**config.mk**
```make
export PLATFORM = sky130hd
export DESIGN_NAME = pc_sequencer_flat
export DESIGN_NICKNAME = d
export VERILOG_FILES = /design/src/rtl/dlx_pkg.sv /design/src/rtl/pc_sequencer_if.sv /design/src/rtl/pc_target.sv /design/src/rtl/pc_sequencer.sv /design/src/flat_wrapper.sv
export SDC_FILE = /design/constraint.sdc
export NUM_CORES = 1
export LEC_CHECK = 0
export ABC_AREA = 1
export ABC_CLOCK_PERIOD_IN_PS = 7500
export CAP_MARGIN = 20
export CORE_MARGIN = 4
export CORE_UTILIZATION = 54
export CTS_CLUSTER_SIZE = 12
export DETAILED_ROUTE_END_ITERATION = 8
export PLACE_DENSITY = 0.84
export RECOVER_POWER = 50
export SLEW_MARGIN = 5
export SYNTH_ARGS = -nofsm -noshare
export SYNTH_HDL_FRONTEND = slang
export SYNTH_SLANG_ARGS = --single-unit
```
**constraint.sdc**
```tcl
create_clock -name clk -period 7.5 [get_ports clk]
set_input_delay 1.5 -clock clk [delete_from_list [all_inputs] [get_ports clk]]
set_output_delay 1.5 -clock clk [all_outputs]
set_load 0.02 [all_outputs]
```
**src/rtl/dlx_pkg.sv**
```systemverilog
// Shared DLX fetch-side definitions: sequencer state encoding, reset vector, widths.
// Latency: none (types, constants and a pure combinational helper only).
// Backpressure: not applicable.
package dlx_pkg;

  localparam int INSTR_W        = 32;
  localparam int OFFSET_SHORT_W = 16;
  localparam int OFFSET_LONG_W  = 26;

  localparam logic [INSTR_W-1:0] RESET_VECTOR_DEFAULT = 32'h0000_0000;

  typedef enum logic [1:0] {
    BOOT = 2'd0,
    RUN  = 2'd1,
    WAIT = 2'd2
  } seqState_t;

  // Sign-extend the raw offset field: 26-bit form for j/jal, 16-bit form for branches.
  function automatic logic [INSTR_W-1:0] sextOffset(input logic [OFFSET_LONG_W-1:0] imm,
                                                    input logic longOffset);
    if (longOffset)
      return {{(INSTR_W-OFFSET_LONG_W){imm[OFFSET_LONG_W-1]}}, imm};
    return {{(INSTR_W-OFFSET_SHORT_W){imm[OFFSET_SHORT_W-1]}}, imm[OFFSET_SHORT_W-1:0]};
  endfunction

endpackage

```
**src/rtl/pc_sequencer_if.sv**
```systemverilog
// Fetch/ID control bundle between the datapath (master) and the PC sequencer (slave).
// Latency: wires only.
// Backpressure: stall and imem_ready carry all flow control; no other handshake.
interface pc_sequencer_if;
  import dlx_pkg::*;

  logic                     stall;
  logic                     leap;
  logic                     reg_jump;
  logic                     long_offset;
  logic                     link;
  logic [INSTR_W-1:0]       busA;
  logic [OFFSET_LONG_W-1:0] imm;
  logic                     imem_ready;
  logic [INSTR_W-1:0]       fetch_pc;
  logic                     fetch_valid;
  logic [INSTR_W-1:0]       id_pc;
  logic                     id_valid;
  logic                     link_we;
  logic [INSTR_W-1:0]       link_value;

  modport master (
    output stall, leap, reg_jump, long_offset, link, busA, imm, imem_ready,
    input  fetch_pc, fetch_valid, id_pc, id_valid, link_we, link_value
  );

  modport slave (
    input  stall, leap, reg_jump, long_offset, link, busA, imm, imem_ready,
    output fetch_pc, fetch_valid, id_pc, id_valid, link_we, link_value
  );

endinterface

```
**src/rtl/pc_target.sv**
```systemverilog
// Branch/jump target adder: id_pc + 4 + sext(offset), or busA for register jumps, word aligned.
// Latency: purely combinational.
// Backpressure: none; result is valid whenever its inputs are.
module pc_target
  import dlx_pkg::*;
(
  input  logic [INSTR_W-1:0]       idPc,
  input  logic [INSTR_W-1:0]       busA,
  input  logic [OFFSET_LONG_W-1:0] imm,
  input  logic                     longOffset,
  input  logic                     regJump,
  output logic [INSTR_W-1:0]       target
);

  logic [INSTR_W-1:0] relTarget;
  logic [INSTR_W-1:0] rawTarget;

  // Relative target wraps modulo 2^32 by construction of the fixed-width add.
  assign relTarget = idPc + 32'd4 + sextOffset(imm, longOffset);
  assign rawTarget = regJump ? busA : relTarget;
  assign target    = rawTarget & ~32'h0000_0003;

endmodule

```
**src/rtl/pc_sequencer.sv**
```systemverilog
// Fetch PC sequencer: owns PC and IF/ID pc/valid, redirects on leap, squashes wrong path, makes link value.
// Latency: redirect target on fetch_pc one edge after leap; link_we/link_value combinational.
// Backpressure: stall freezes everything; imem_ready=0 holds PC (WAIT). Option macro: PC_SEQ_DELAY_SLOT_EN.
module pc_sequencer
  import dlx_pkg::*;
#(
  parameter logic [INSTR_W-1:0] RESET_VECTOR = RESET_VECTOR_DEFAULT
) (
  input  logic          clk,
  input  logic          reset,
  pc_sequencer_if.slave bus
);

  seqState_t          state;
  seqState_t          stateNext;
  logic               fetchValid;
  logic [INSTR_W-1:0] pcReg;
  logic [INSTR_W-1:0] idPcReg;
  logic               idValidReg;
  logic [INSTR_W-1:0] target;
  logic               redirect;
  logic               squash;
  logic [INSTR_W-1:0] linkValue;

  pc_target uTarget (
    .idPc      (idPcReg),
    .busA      (bus.busA),
    .imm       (bus.imm),
    .longOffset(bus.long_offset),
    .regJump   (bus.reg_jump),
    .target    (target)
  );

  // A stalled leap is ignored; upstream keeps it asserted until the stall clears.
  assign redirect = bus.leap & idValidReg & ~bus.stall;

`ifdef PC_SEQ_DELAY_SLOT_EN
  // The instruction fetched alongside the redirect is the delay slot and must execute.
  assign squash    = 1'b0;
  assign linkValue = idPcReg + 32'd8;
`else
  assign squash    = redirect;
  assign linkValue = idPcReg + 32'd4;
`endif

  // FSM state register.
  always_ff @(posedge clk or posedge reset) begin
    if (reset) state <= BOOT;
    else       state <= stateNext;
  end

  // Next-state logic and fetch request; a redirect always lands in RUN to fetch the target.
  always_comb begin
    stateNext  = state;
    fetchValid = 1'b0;
    case (state)
      BOOT: begin
        if (!bus.stall) stateNext = RUN;
      end
      RUN: begin
        fetchValid = 1'b1;
        if (!bus.stall && !bus.imem_ready && !redirect) stateNext = WAIT;
      end
      WAIT: begin
        fetchValid = 1'b1;
        if (!bus.stall && (bus.imem_ready || redirect)) stateNext = RUN;
      end
      default: stateNext = BOOT;
    endcase
  end

  // PC register: redirect beats sequential advance; an unreturned fetch is simply re-aimed.
  always_ff @(posedge clk or posedge reset) begin
    if (reset) begin
      pcReg <= RESET_VECTOR;
    end else if (!bus.stall && state != BOOT) begin
      if (redirect)            pcReg <= target;
      else if (bus.imem_ready) pcReg <= pcReg + 32'd4;
    end
  end

  // IF/ID register: captures the fetch address, valid only for returned, non-squashed fetches.
  always_ff @(posedge clk or posedge reset) begin
    if (reset) begin
      idPcReg    <= '0;
      idValidReg <= 1'b0;
    end else if (!bus.stall) begin
      idPcReg    <= pcReg;
      idValidReg <= bus.imem_ready & fetchValid & ~squash;
    end
  end

  assign bus.fetch_pc    = pcReg;
  assign bus.fetch_valid = fetchValid;
  assign bus.id_pc       = idPcReg;
  assign bus.id_valid    = idValidReg;
  assign bus.link_we     = bus.link & redirect;
  assign bus.link_value  = linkValue;

endmodule

```
**src/flat_wrapper.sv**
```systemverilog
// flat-port wrapper written by rule: the top's interface ports become plain ports
module pc_sequencer_flat import dlx_pkg::*;
#(
  parameter logic [INSTR_W-1:0] RESET_VECTOR = RESET_VECTOR_DEFAULT
)
  (clk, reset, bus_stall, bus_leap, bus_reg_jump, bus_long_offset, bus_link, bus_busA, bus_imm, bus_imem_ready, bus_fetch_pc, bus_fetch_valid, bus_id_pc, bus_id_valid, bus_link_we, bus_link_value);
  pc_sequencer_if bus_i ();
  input  logic clk;
  input  logic reset;
  input wire logic [$bits(bus_i.stall)-1:0] bus_stall;
  input wire logic [$bits(bus_i.leap)-1:0] bus_leap;
  input wire logic [$bits(bus_i.reg_jump)-1:0] bus_reg_jump;
  input wire logic [$bits(bus_i.long_offset)-1:0] bus_long_offset;
  input wire logic [$bits(bus_i.link)-1:0] bus_link;
  input wire logic [$bits(bus_i.busA)-1:0] bus_busA;
  input wire logic [$bits(bus_i.imm)-1:0] bus_imm;
  input wire logic [$bits(bus_i.imem_ready)-1:0] bus_imem_ready;
  output wire logic [$bits(bus_i.fetch_pc)-1:0] bus_fetch_pc;
  output wire logic [$bits(bus_i.fetch_valid)-1:0] bus_fetch_valid;
  output wire logic [$bits(bus_i.id_pc)-1:0] bus_id_pc;
  output wire logic [$bits(bus_i.id_valid)-1:0] bus_id_valid;
  output wire logic [$bits(bus_i.link_we)-1:0] bus_link_we;
  output wire logic [$bits(bus_i.link_value)-1:0] bus_link_value;
  assign bus_i.stall = bus_stall;
  assign bus_i.leap = bus_leap;
  assign bus_i.reg_jump = bus_reg_jump;
  assign bus_i.long_offset = bus_long_offset;
  assign bus_i.link = bus_link;
  assign bus_i.busA = bus_busA;
  assign bus_i.imm = bus_imm;
  assign bus_i.imem_ready = bus_imem_ready;
  assign bus_fetch_pc = bus_i.fetch_pc;
  assign bus_fetch_valid = bus_i.fetch_valid;
  assign bus_id_pc = bus_i.id_pc;
  assign bus_id_valid = bus_i.id_valid;
  assign bus_link_we = bus_i.link_we;
  assign bus_link_value = bus_i.link_value;
  pc_sequencer #(.RESET_VECTOR(RESET_VECTOR)) u_core (.clk(clk), .reset(reset), .bus(bus_i));
endmodule
```
======== Word-level counts from Yosys, hierarchy flattened ========
Index checks and enable logic that the tools add are counted.
storage, ports and cells
  register bits ........................... 67
  logic and storage cells ................. 44
cells by class
  $add $sub $neg .......................... 3
  equal/unequal tests ..................... 5
  muxes and demuxes ....................... 11
  bitwise logic cells ..................... 7
  reduce and logical (&&, ||, !) cells .... 14
operators with widths
  operator               count
  $mux 32                5
  $add 32x3->32 const B  2
  $add 32x32->32         1
  $mux 2                 3
  $pmux 2 s3             1
  $and 1x1->1            5
  $logic_and 1x1->1      4
  $ne 2x1->1 const B     2
  $reduce_bool 2->1      2
  $logic_not 1->1        3
  $reduce_and 3->1       1
  $eq 2x1->1 const B     1
  $eq 2x2->1 const B     1
  $logic_not 2->1        1
  $mux 1                 2
  $ne 2x2->1 const B     1
  $not 1->1              2
  $reduce_and 2->1       1
  $reduce_or 2->1        1
  $logic_or 1x1->1       1

======== Longest topological paths before layout ========
Gate-level depths: netlist (run 1).
  depth in word-level cells ............... 6
  gate-level depth with buffers ........... 23
  gate-level depth less buffers ........... 23

======== By module ========
From an unflattened synthesis (run 1), not the netlist that was laid out.
second synthesis, totals
  cell total of the unflattened synthesis .. 1306
  area total of the unflattened synthesis .. 7672.4 um2
by module, submodules not included
  module        instances  cells an instance  area each (um2)  sequential area each (um2)
  pc_sequencer  1          684                4559.4           1676.6
  pc_target     1          622                3113.0           0.0

======== Least setup slack after synthesis (run 1) ========
Ideal clock, no wire load.
  path kind ............................... input-to-output
  start ................................... in bus_stall
  end ..................................... out bus_link_we
  data arrival time ....................... 2.450 ns
  slack ................................... 3.550 ns
  cell stages on the path ................. 5
  path buffers ............................ 2
  path through ............................ buf_2 inv_1 nand3_1 clkbuf_1 nor2_1
on the way
  longest elaborated chain between the ends .. 3
ends and longest elaborated chain
  item             RTL line            RTL
  start, declared  flat_wrapper.sv:10  input wire logic [$bits(bus_i.stall)-1:0] bus_stall;
  $not 1->1        pc_sequencer.sv:35  assign redirect = bus.leap & idValidReg & ~bus.stall;
  $and 1x1->1      pc_sequencer.sv:35
  $and 1x1->1      pc_sequencer.sv:97  assign bus.link_we = bus.link & redirect;
  end, declared    flat_wrapper.sv:22  output wire logic [$bits(bus_i.link_we)-1:0] bus_link_we;
Every way passes these cells.

======== Worst setup path in the final report (run 1) ========
Ends and elaborated chain as after synthesis.

==> results of run 1 <==
sequential cells by signal, indices dropped and copies added (netlist names):
name                 cells
u_core.bus.fetch_pc     30
u_core.state             2
u_core.bus.id_pc        30
u_core.bus.id_valid      1
layout make-up:
cell class                 count  area share [%]
multi-input combinational    770            50.9
sequential                    63            19.1
timing repair buffer         158            18.9
inverter                     122            5.54
clock buffer                  13            3.03
tap                          143            2.17
clock inverter                 1           0.364
how the worst min path moves through the flow:
stage / endpoint / slack (ns) / cells after the start
after global routing: u_core.bus.id_pc[31]$_DFFE_PP0N_ / 0.57 / 2
after floorplan: u_core.state[0]$_DFFE_PP0P_ / 0.56 / 2
final: u_core.bus.id_valid$_DFFE_PP0N_ / 0.54 / 2
after global placement: u_core.bus.id_valid$_DFFE_PP0N_ / 0.52 / 2
after CTS: u_core.bus.id_valid$_DFFE_PP0N_ / 0.55 / 2
after detailed placement: u_core.bus.id_valid$_DFFE_PP0N_ / 0.53 / 2
worst max-delay path, cell delays in order:
cell             delay [ns]
buf_2                  0.70
inv_1                  0.26
nand3_2                0.47
buf_4                  0.40
nor2_1                 0.07
clkdlybuf4s50_1        0.54
cell usage in the layout (no fill, tap or decap), drive strengths merged, types with 5 or more instances in the layout:
master	count
a21oi	61
a22oi	11
a31oi	14
clkbuf	14
clkdlybuf4s50	136
conb	6
dfrtp	63
dlygate4sd3	17
ha	35
inv	120
nand2	219
nand3	67
nand4	18
nor2	157
nor3	9
o21ai	90
o21bai	8
o31ai	5
xnor2	8
xor2	44
kinds of logic after synthesis:
logic type	synth area share (%)
simple gates	34.5
compound gates	17.0
buf+inv	9.43
flops	24.8
xor+xnor	7.28
fa+ha+maj	6.89
other cells	0.0590
per-layer routing:
layer / global-route usage, % / vias to the layer above / share of wire [%]
li1: - / 3509 / -
met1: 45.7 / 3212 / 45
met2: 46.2 / 350 / 44
met3: 4.40 / 47 / 8.1
met4: 10.2 / 0 / 3.0
met5: 0 / - / 0
where the power goes:
| group | switching (mW) | leakage [nW] | internal, mW |
|---|---|---|---|
| combinational | 1.10 | 3.06 | 0.680 |
| clock | 0.134 | 0.136 | 0.262 |
| sequential | 0.183 | 0.698 | 0.466 |
==> results.toml, run 1 <==
[status]
status = "finished, violations left"
violations = "max-capacitance violations, max-slew violations"

[worst_setup_path]
cp-start-kind = "input pin"
crit_path_end = "bus_link_we"
reg2reg_from = "u_core.bus.id_pc[2]$_DFFE_PP0N_"
cp_max_fo = 63
r2r_end = "u_core.bus.fetch_pc[23]$_DFFE_PP0P_"
r2r_cells = 18
rrSetupSlack_ns = 3.52
cp.arrival_ns = 3.96
setup.worst_path.end_class = "output port"
startpoint = "bus_stall"
critical_path_required_ns = 6.00
worst-setup-path-type = "input pin to output port"

[synthesis]
ys_seq_area_share_pct = 24.8
synth_seq_cells = 63
syn_area_mm2 = 0.00636
synth_largest_area_cell = "dfrtp_1"
ys_top_cells_by_count = "nand2_1 (207), nor2_1 (141), inv_1 (118), o21ai_0 (87), dfrtp_1 (63)"
syn-mean-instance-area_um2 = 6.49
synth_top_area_share_pct = 24.8
synth_ff_type = "dfrtp_1"
synth_cells = 980
synth_edf_count = 0
netlist-cell-type-count = 42
synth.most_common_cell = "nand2_1"
async_flop_share_pct = 100
ys_warn_count = 0
yosys-top-cells-area = "dfrtp_1 (25%), nand2_1 (12%), nor2_1 (8.3%)"

[timing]
fin_crit_sh_pct = 72.8
fin_skew_ns = 0.00551
relSlewSlack_pct = -127
fmax_ghz = 0.183
fin_ws_ns = 2.04
hold_viol = 0
slew_viol_final = 64
fin_crit_ns = 5.46
worstMarginPinSlew_ns = 3.40
setup_viol = 0
setup_tns_ns = 0
grt_setup_unrepaired = "false"
whs_ns = 0.539

[placed_design]
hpwl_mm = 16.5
portBuffers = 154
pre_cts_ws_ns = 2.07
routabilityCongestion = 0.933
place_inst = 1256
placed_cell_area_mm2 = 0.00798

[grt]
grt_remaining_overflow = 0
grt_util_all_layers_pct = 30.9
antenna_found_initial = 0
grt_max_degree = 64
grt_pass1_vias = 6375
grt_pass1_wl_mm = 32.5

[hold_path]
min-delay-start = "u_core.bus.id_valid$_DFFE_PP0N_"
hold_class = "flop to flop"

[layout]
drive_gt1_share_pct = 6.12
multi_input_area_mm2 = 0.00420
final_util_pct = 72.0
area_delta_synth_final_pct = 30.0
fillCellCount = 982
seq_area_mm2 = 0.00158
finalNetCount = 1225
final_cells = 1270
diodes = 0
finalInstanceArea_mm2 = 0.00826

[clock_network]
cts.sinks = 63
htree_levels = 3
cts_tree = "done"
cts-hold-fix-buffers = 0
cts_root_buf = "clkbuf_16"
clkLatencyLatePin_ns = 0.33
cts_max_path_buffers = 2
post_cts_resized = 0
clkTransAtPathRegs_ns = 0.05
post-cts-setup-buffers = 0
cts_buffers = 9

[route]
via_per_inst = 5.60
vias = 7118
drc = 0
drtPass1Iterations = 8
wirelength_mm = 21.0
routedWlPerCell_um = 16.5
postRouteAntennaNets = 0
drt_iter0_markers = 852

[job]
drv_cap = 1

[floorplan]
start_util_pct = 55.4
io_pins = 165
die_h_um = 116
die_w_um = 116
core_area_mm2 = 0.0115
rows = 39
dieArea_mm2 = 0.0136

[pwr]
p_leak_nw = 3.90
total_power_mw = 2.83
powerDensity_mw_per_mm2 = 342
ir_worst_vdd_uv = 247
(Power assumes the default switching activity.)
==> run 2, diff against run 1 <==
--- a/config.mk
+++ b/config.mk
@@ -6,13 +6,13 @@
 export NUM_CORES = 1
 export LEC_CHECK = 0
 export ABC_AREA = 1
-export ABC_CLOCK_PERIOD_IN_PS = 7500
+export ABC_CLOCK_PERIOD_IN_PS = 4400
 export CAP_MARGIN = 20
 export CORE_MARGIN = 4
-export CORE_UTILIZATION = 54
+export CORE_UTILIZATION = 46
 export CTS_CLUSTER_SIZE = 12
 export DETAILED_ROUTE_END_ITERATION = 8
-export PLACE_DENSITY = 0.84
+export PLACE_DENSITY = 0.76
 export RECOVER_POWER = 50
 export SLEW_MARGIN = 5
 export SYNTH_ARGS = -nofsm -noshare
==> constraint.sdc (replaced) <==
create_clock -name clk -period 4.4 [get_ports clk]
set_input_delay 0.88 -clock clk [delete_from_list [all_inputs] [get_ports clk]]
set_output_delay 0.88 -clock clk [all_outputs]
set_load 0.02 [all_outputs]
==> run 2 against run 1 <==
  * The run still ends with max-capacitance violations, max-slew violations left
  * Sequential share of layout area is 0.18 points lower
  * Core utilization is 9.8 points lower
  * Clock skew is 0.0019 ns lower
  * Clock-buffer cell count is 3 lower
  * Routed wire length is 1.1% higher
  * Sequential power is 71% higher
  * Design area is 0.95% higher
  * Global-route usage is 4.3 points lower
  * Flip-flop and latch count stayed put
  * Worst hold slack better by 0.0027 ns
  * Critical path depth is 6 higher
  * Non-clock buffer count is 3 higher
  * Critical path type is now flop to output port
  * Largest power group unchanged
  * Highest routed layer unchanged
==> results.toml, run 2 (same netlist as run 1, synthesis figures left out) <==
[status]
status = "finished, violations left"
violations = "max-capacitance violations, max-slew violations"

[layout]
multi_input_area_mm2 = 0.00420
finalInstanceArea_mm2 = 0.00834
area_delta_synth_final_pct = 31.2
seq_area_mm2 = 0.00158
final_util_pct = 62.2
fillCellCount = 1306
finalNetCount = 1228
drive_gt1_share_pct = 6.71
layout_common_cells = "nand2_1 (207), nor2_1 (141), clkdlybuf4s50_1 (137)"
diodes = 0
layout_commonest_cell = "nand2_1"

[timing]
relSlewSlack_pct = -46.8
hold_viol = 0
fin_skew_ns = 0.00362
fmax_ghz = 0.239
fin_crit_ns = 4.18
setup_tns_ns = 0
worstMarginPinSlew_ns = 2.20
setup_viol = 0
grt_setup_unrepaired = "false"
slew_viol_final = 63
fin_crit_sh_pct = 94.9

[placed_design]
placed_cell_area_mm2 = 0.00805
hpwl_mm = 17.0
portBuffers = 154
routabilityCongestion = 0.985

[pwr]
p_leak_nw = 3.92
powerDensity_mw_per_mm2 = 581
ir_worst_vdd_uv = 363

[route]
routedWlPerCell_um = 16.2
postRouteAntennaNets = 0
via_per_inst = 5.38
drt_iter0_markers = 697
drtPass1Iterations = 6
wirelength_mm = 21.2
drc = 0
vias = 7041

[worst_setup_path]
slowest_stage = "clkdlybuf4s50_1"
cpMostUsedCell = "nand2_1"
startpoint = "u_core.bus.id_pc[2]$_DFFE_PP0N_"
setup.worst_path.end_class = "output port"
crit_path_end = "bus_link_value[26]"
cp_max_fo = 5
reg2reg_from = "u_core.bus.id_pc[2]$_DFFE_PP0N_"
rrSetupSlack_ns = 0.53
cp-start-kind = "flop"
path_depth = 12
critical_path_required_ns = 3.52
cp.arrival_ns = 3.30
cp_num_buf_inv = 3
r2r_end = "u_core.bus.fetch_pc[30]$_DFFE_PP0P_"
worst-setup-path-type = "flop to output port"
max_stage_delay_ns = 0.67
crit_path_cell_trace = "ha_1, nand2_1, inv_1, nand2_1, nor2_4, nand2_1, nor4_1, nand2_1, inv_1, nand2_1, xor2_1, clkdlybuf4s50_1"
cp_top_family = "simple AND/OR/NAND/NOR gates"
r2r_cells = 22

[grt]
grt_remaining_overflow = 0
grt_pass1_vias = 6651
grt_util_all_layers_pct = 26.6
grt_max_degree = 63
grt_pass1_wl_mm = 34.0
antenna_found_initial = 0

[clock_network]
cts_buffers = 9
clkTransAtPathRegs_ns = 0.05
cts-hold-fix-buffers = 0
htree_levels = 3
cts_max_path_buffers = 2
cts_tree = "done"
cts_root_buf = "clkbuf_16"
cts.sinks = 63
post-cts-setup-buffers = 0
post_cts_resized = 0
clkLatencyLatePin_ns = 0.33

[floorplan]
start_util_pct = 47.4
die_w_um = 126
io_pins = 165
core_area_mm2 = 0.0134
die_h_um = 126
dieArea_mm2 = 0.0158
rows = 42

[hold_path]
hold_class = "flop to flop"

[job]
drv_cap = 1
[run 2: tightest hold or removal path, delay by kind of cell, from the launching register on]
kind,cells,cell delay [ns]
AOI/OAI and AO/OA,1,0.06
DFF,1,0.38
and+or+nand+nor,1,0.06
[run 2: how the worst min path moves through the flow]
stage	start	endpoint	slack, ns	cells past startpoint
6_report	u_core.bus.id_valid$_DFFE_PP0N_	u_core.bus.id_valid$_DFFE_PP0N_	0.54	2
4_1_cts	u_core.bus.id_valid$_DFFE_PP0N_	u_core.bus.id_valid$_DFFE_PP0N_	0.55	2
5_1_grt	u_core.bus.id_valid$_DFFE_PP0N_	u_core.bus.id_valid$_DFFE_PP0N_	0.57	2
3_5_place_dp	u_core.bus.id_valid$_DFFE_PP0N_	u_core.bus.id_valid$_DFFE_PP0N_	0.53	2
3_3_place_gp	u_core.bus.id_valid$_DFFE_PP0N_	u_core.bus.id_valid$_DFFE_PP0N_	0.52	2
2_1_floorplan	u_core.state[0]$_DFFE_PP0P_	u_core.state[0]$_DFFE_PP0P_	0.56	2
[run 2: routing by layer]
metal / track usage [%] / share of wire [%] / wire length [um]
met1: 38.0 / 45 / 9630
met2: 41.9 / 46 / 9690
met3: 4.09 / 7.1 / 1510
met4: 7.14 / 1.7 / 367
met5: 0 / 0 / 0
[run 2: cell type report]
class                      count  area share [%]
timing repair buffer         161            19.0
tap                          176            2.64
clock buffer                  10            2.87
inverter                     122            5.49
multi-input combinational    770            50.4
sequential                    63            18.9
clock inverter                 6           0.720
[run 2: metrics by stage]
step | hold WS (ns) | power, mW | instances | setup slack, ns
detailed placement | 0.530 | 4.11 | 1292 | 0.504
CTS | 0.545 | 4.85 | 1308 | 0.277
floorplan | 0.555 | 2.91 | 985 | 0.994
finish | 0.542 | 4.85 | 1308 | 0.223
global route | 0.574 | 5.22 | 1308 | 0.0183
global placement | 0.523 | 4.07 | 1292 | 0.561
[run 2: power breakdown]
part	internal (mW)	switching, mW	total (mW)
sequential	0.793	0.320	1.11
clock	0.450	0.254	0.704
combinational	1.16	1.87	3.03
==> run 3, diff against run 2 <==
--- a/config.mk
+++ b/config.mk
@@ -5,11 +5,10 @@
 export SDC_FILE = /design/constraint.sdc
 export NUM_CORES = 1
 export LEC_CHECK = 0
-export ABC_AREA = 1
 export ABC_CLOCK_PERIOD_IN_PS = 4400
 export CAP_MARGIN = 20
 export CORE_MARGIN = 4
-export CORE_UTILIZATION = 46
+export CORE_UTILIZATION = 45
 export CTS_CLUSTER_SIZE = 12
 export DETAILED_ROUTE_END_ITERATION = 8
 export PLACE_DENSITY = 0.76
==> run 3 against run 2 <==
  * The run still ends with max-capacitance violations, max-slew violations left
  * Non-clock buffer count increased by 11
  * Clock power fell by 3.6%
  * Flip-flop and latch count is the same
  * Register-to-register slack lost 0.34 ns
  * Design area is 5.0% lower
  * Clock skew is 0.0039 ns higher
  * Highest routed layer unchanged
  * Final cell count fell by 19%
  * Area after synthesis decreased by 7.2%
  * Largest power group unchanged
  * Routed wire length is 4.6% lower
  * Setup slack worse by 0.030 ns
==> results.toml, run 3 <==
[placed_design]
portBuffers = 154
placed_cell_area_mm2 = 0.00764
routabilityCongestion = 0.932
place_inst = 1040
hpwl_mm = 15.4

[hold_path]
whs_path_depth = 1
hold_end = "u_core.bus.id_pc[31]$_DFFE_PP0N_"
hold_class = "flop to flop"
min-delay-start = "u_core.bus.id_pc[31]$_DFFE_PP0N_"

[synthesis]
synth_top_area_share_pct = 26.7
synth_cells = 729
netlist-cell-type-count = 65
yosys-top-cells-area = "dfrtp_1 (27%), ha_1 (7.4%), nand2_1 (5.9%)"
ys_warn_count = 0
ys_top_cells_by_count = "nand2_1 (92), a21oi_1 (65), dfrtp_1 (63), o21ai_0 (52), nor2_1 (43)"
syn_area_mm2 = 0.00590
synth.most_common_cell = "nand2_1"
synth_largest_area_cell = "dfrtp_1"
async_flop_share_pct = 100
synth_ff_type = "dfrtp_1"
synth_edf_count = 0
ys_seq_area_share_pct = 26.7
syn-mean-instance-area_um2 = 8.09
synth_seq_cells = 63

[worst_setup_path]
cp-start-kind = "flop"
r2r_end = "u_core.bus.fetch_pc[31]$_DFFE_PP0P_"
cp_max_fo = 7
r2r_cells = 12
slowest_stage = "a2111oi_0"
rrSetupSlack_ns = 0.19
cp.arrival_ns = 4.45
reg2reg_from = "u_core.bus.id_pc[5]$_DFFE_PP0N_"
setup.worst_path.end_class = "flop"
max_stage_delay_ns = 0.57
crit_path_cell_trace = "and4_1, and2_1, xor2_1, ha_1, a2111oi_0, o21ai_1, a221oi_2, o211ai_1, a211oi_2, o31ai_4, a2111o_1, o221ai_1"
critical_path_required_ns = 4.64
worst-setup-path-type = "flop to flop"

[timing]
fmax_ghz = 0.238
worstMarginPinSlew_ns = 2.43
fin_crit_ns = 4.21
fin_skew_ns = 0.00748
slew_viol_final = 43
grt_setup_unrepaired = "false"
hold_viol = 0
setup_tns_ns = 0
relSlewSlack_pct = -62.2
setup_viol = 0
fin_crit_sh_pct = 95.6

[layout]
finalNetCount = 981
final_cells = 1057
final_util_pct = 62.3
finalInstanceArea_mm2 = 0.00792
diodes = 0
area_delta_synth_final_pct = 34.3
drive_gt1_share_pct = 9.38
layout_common_cells = "clkdlybuf4s50_1 (139), nand2_1 (92), a21oi_1 (65)"
layout_commonest_cell = "clkdlybuf4s50_1"

[clock_network]
cts.sinks = 63
cts_tree = "done"
htree_levels = 3
cts_root_buf = "clkbuf_16"
cts-hold-fix-buffers = 0
clkLatencyLatePin_ns = 0.33
cts_max_path_buffers = 2
clkTransAtPathRegs_ns = 0.05
cts_buffers = 9

[pwr]
powerDensity_mw_per_mm2 = 730
ir_worst_vdd_uv = 385
p_leak_nw = 3.32

[job]
drv_cap = 1

[route]
highest_layer = "met4"
route.met2.wl_mm = 9.31
met3_length_mm = 1.43
drt_iter0_markers = 563
via_per_inst = 5.94
drtPass1Iterations = 5
postRouteAntennaNets = 0
drc = 0
wirelength_mm = 20.2
met1Wirelength_mm = 8.96
vias = 6280
routedWlPerCell_um = 19.1

[grt]
grt_util_all_layers_pct = 26.6
grt_pass1_vias = 6037
grt_remaining_overflow = 0
grt_pass1_wl_mm = 31.5
antenna_found_initial = 0
grt_max_degree = 43

[floorplan]
io_pins = 165
dieArea_mm2 = 0.0150
die_w_um = 122
start_util_pct = 46.4
die_h_um = 122
core_area_mm2 = 0.0127
rows = 41

[status]
violations = "max-capacitance violations, max-slew violations"
status = "finished, violations left"
-- run 3: cell count changes after synthesis, moves of 31 or more --
cell	delta
nor2_1	-98
nand2_1	-115
o21ai_0	-35
xnor2_1	+31
inv_1	-93
-- run 3: kinds of logic after synthesis --
kind of cell	synth area share [%]
and+or+nand+nor	20.7
adders and majority gates	7.43
muxes	6.87
DFF	26.7
other	0.0636
AOI/OAI and AO/OA	24.0
buffers and inverters	4.41
xor gates and xnor gates	9.82
-- run 3: repair_timing --
action                                  CTS  global route
buffers inserted                          0             1
resized for setup                         0             1
endpoints found under the setup margin    0             1
-- run 3: area by class of cell --
type	instances	area, um2
timing repair buffer	172	1670
inverter	26	97.6
clock buffer	12	256
fill	1141	4800
clock inverter	4	20.0
sequential	63	1580
tap	172	215
multi-input combinational	608	4090
-- run 3: how the worst max path moves through the flow --
stage	startpoint	slack (ns)	depth (start not counted)	to
after CTS	u_core.bus.id_pc[5]$_DFFE_PP0N_	0.25	12	u_core.bus.fetch_pc[31]$_DFFE_PP0P_
after global placement	bus_imm[8]	0.16	10	u_core.bus.fetch_pc[31]$_DFFE_PP0P_
after detailed placement	bus_imm[8]	0.17	10	u_core.bus.fetch_pc[31]$_DFFE_PP0P_
after floorplan	u_core.bus.id_pc[8]$_DFFE_PP0N_	0.51	12	u_core.bus.fetch_pc[31]$_DFFE_PP0P_
final	u_core.bus.id_pc[5]$_DFFE_PP0N_	0.19	12	u_core.bus.fetch_pc[31]$_DFFE_PP0P_
after global routing	bus_stall	0.05	8	u_core.bus.fetch_pc[29]$_DFFE_PP0P_
-- run 3: metal layers --
layer,track usage [%],up-vias
met4,9.66,0
li1,-,2979
met1,37.2,2981
met5,0,-
met2,41.4,287
met3,4.56,33
-- run 3: report_power, final --
part	total (mW)	leakage, nW	internal (mW)	switching, mW
logic	3.75	2.41	1.72	2.02
registers	1.35	0.776	0.855	0.498
clock network	0.679	0.142	0.408	0.270
-- run 3: through the flow --
step           total power [mW]  hold slack [ns]  setup WS, ns
6_report                   5.78            0.558         0.193
5_1_grt                    6.16            0.576        0.0514
4_1_cts                    5.76            0.571         0.250
3_5_place_dp               5.05            0.558         0.166
3_3_place_gp               4.98            0.514         0.164
2_1_floorplan              3.53            0.519         0.515
-- run 3: worst max-delay path, delay by kind of cell (launching register included) --
family | cells | cell delay [ns]
AOI/OAI and AO/OA | 8 | 2.55
xor gates and xnor gates | 1 | 0.23
and+or+nand+nor | 2 | 0.57
adders and majority gates | 1 | 0.29
DFF | 1 | 0.47
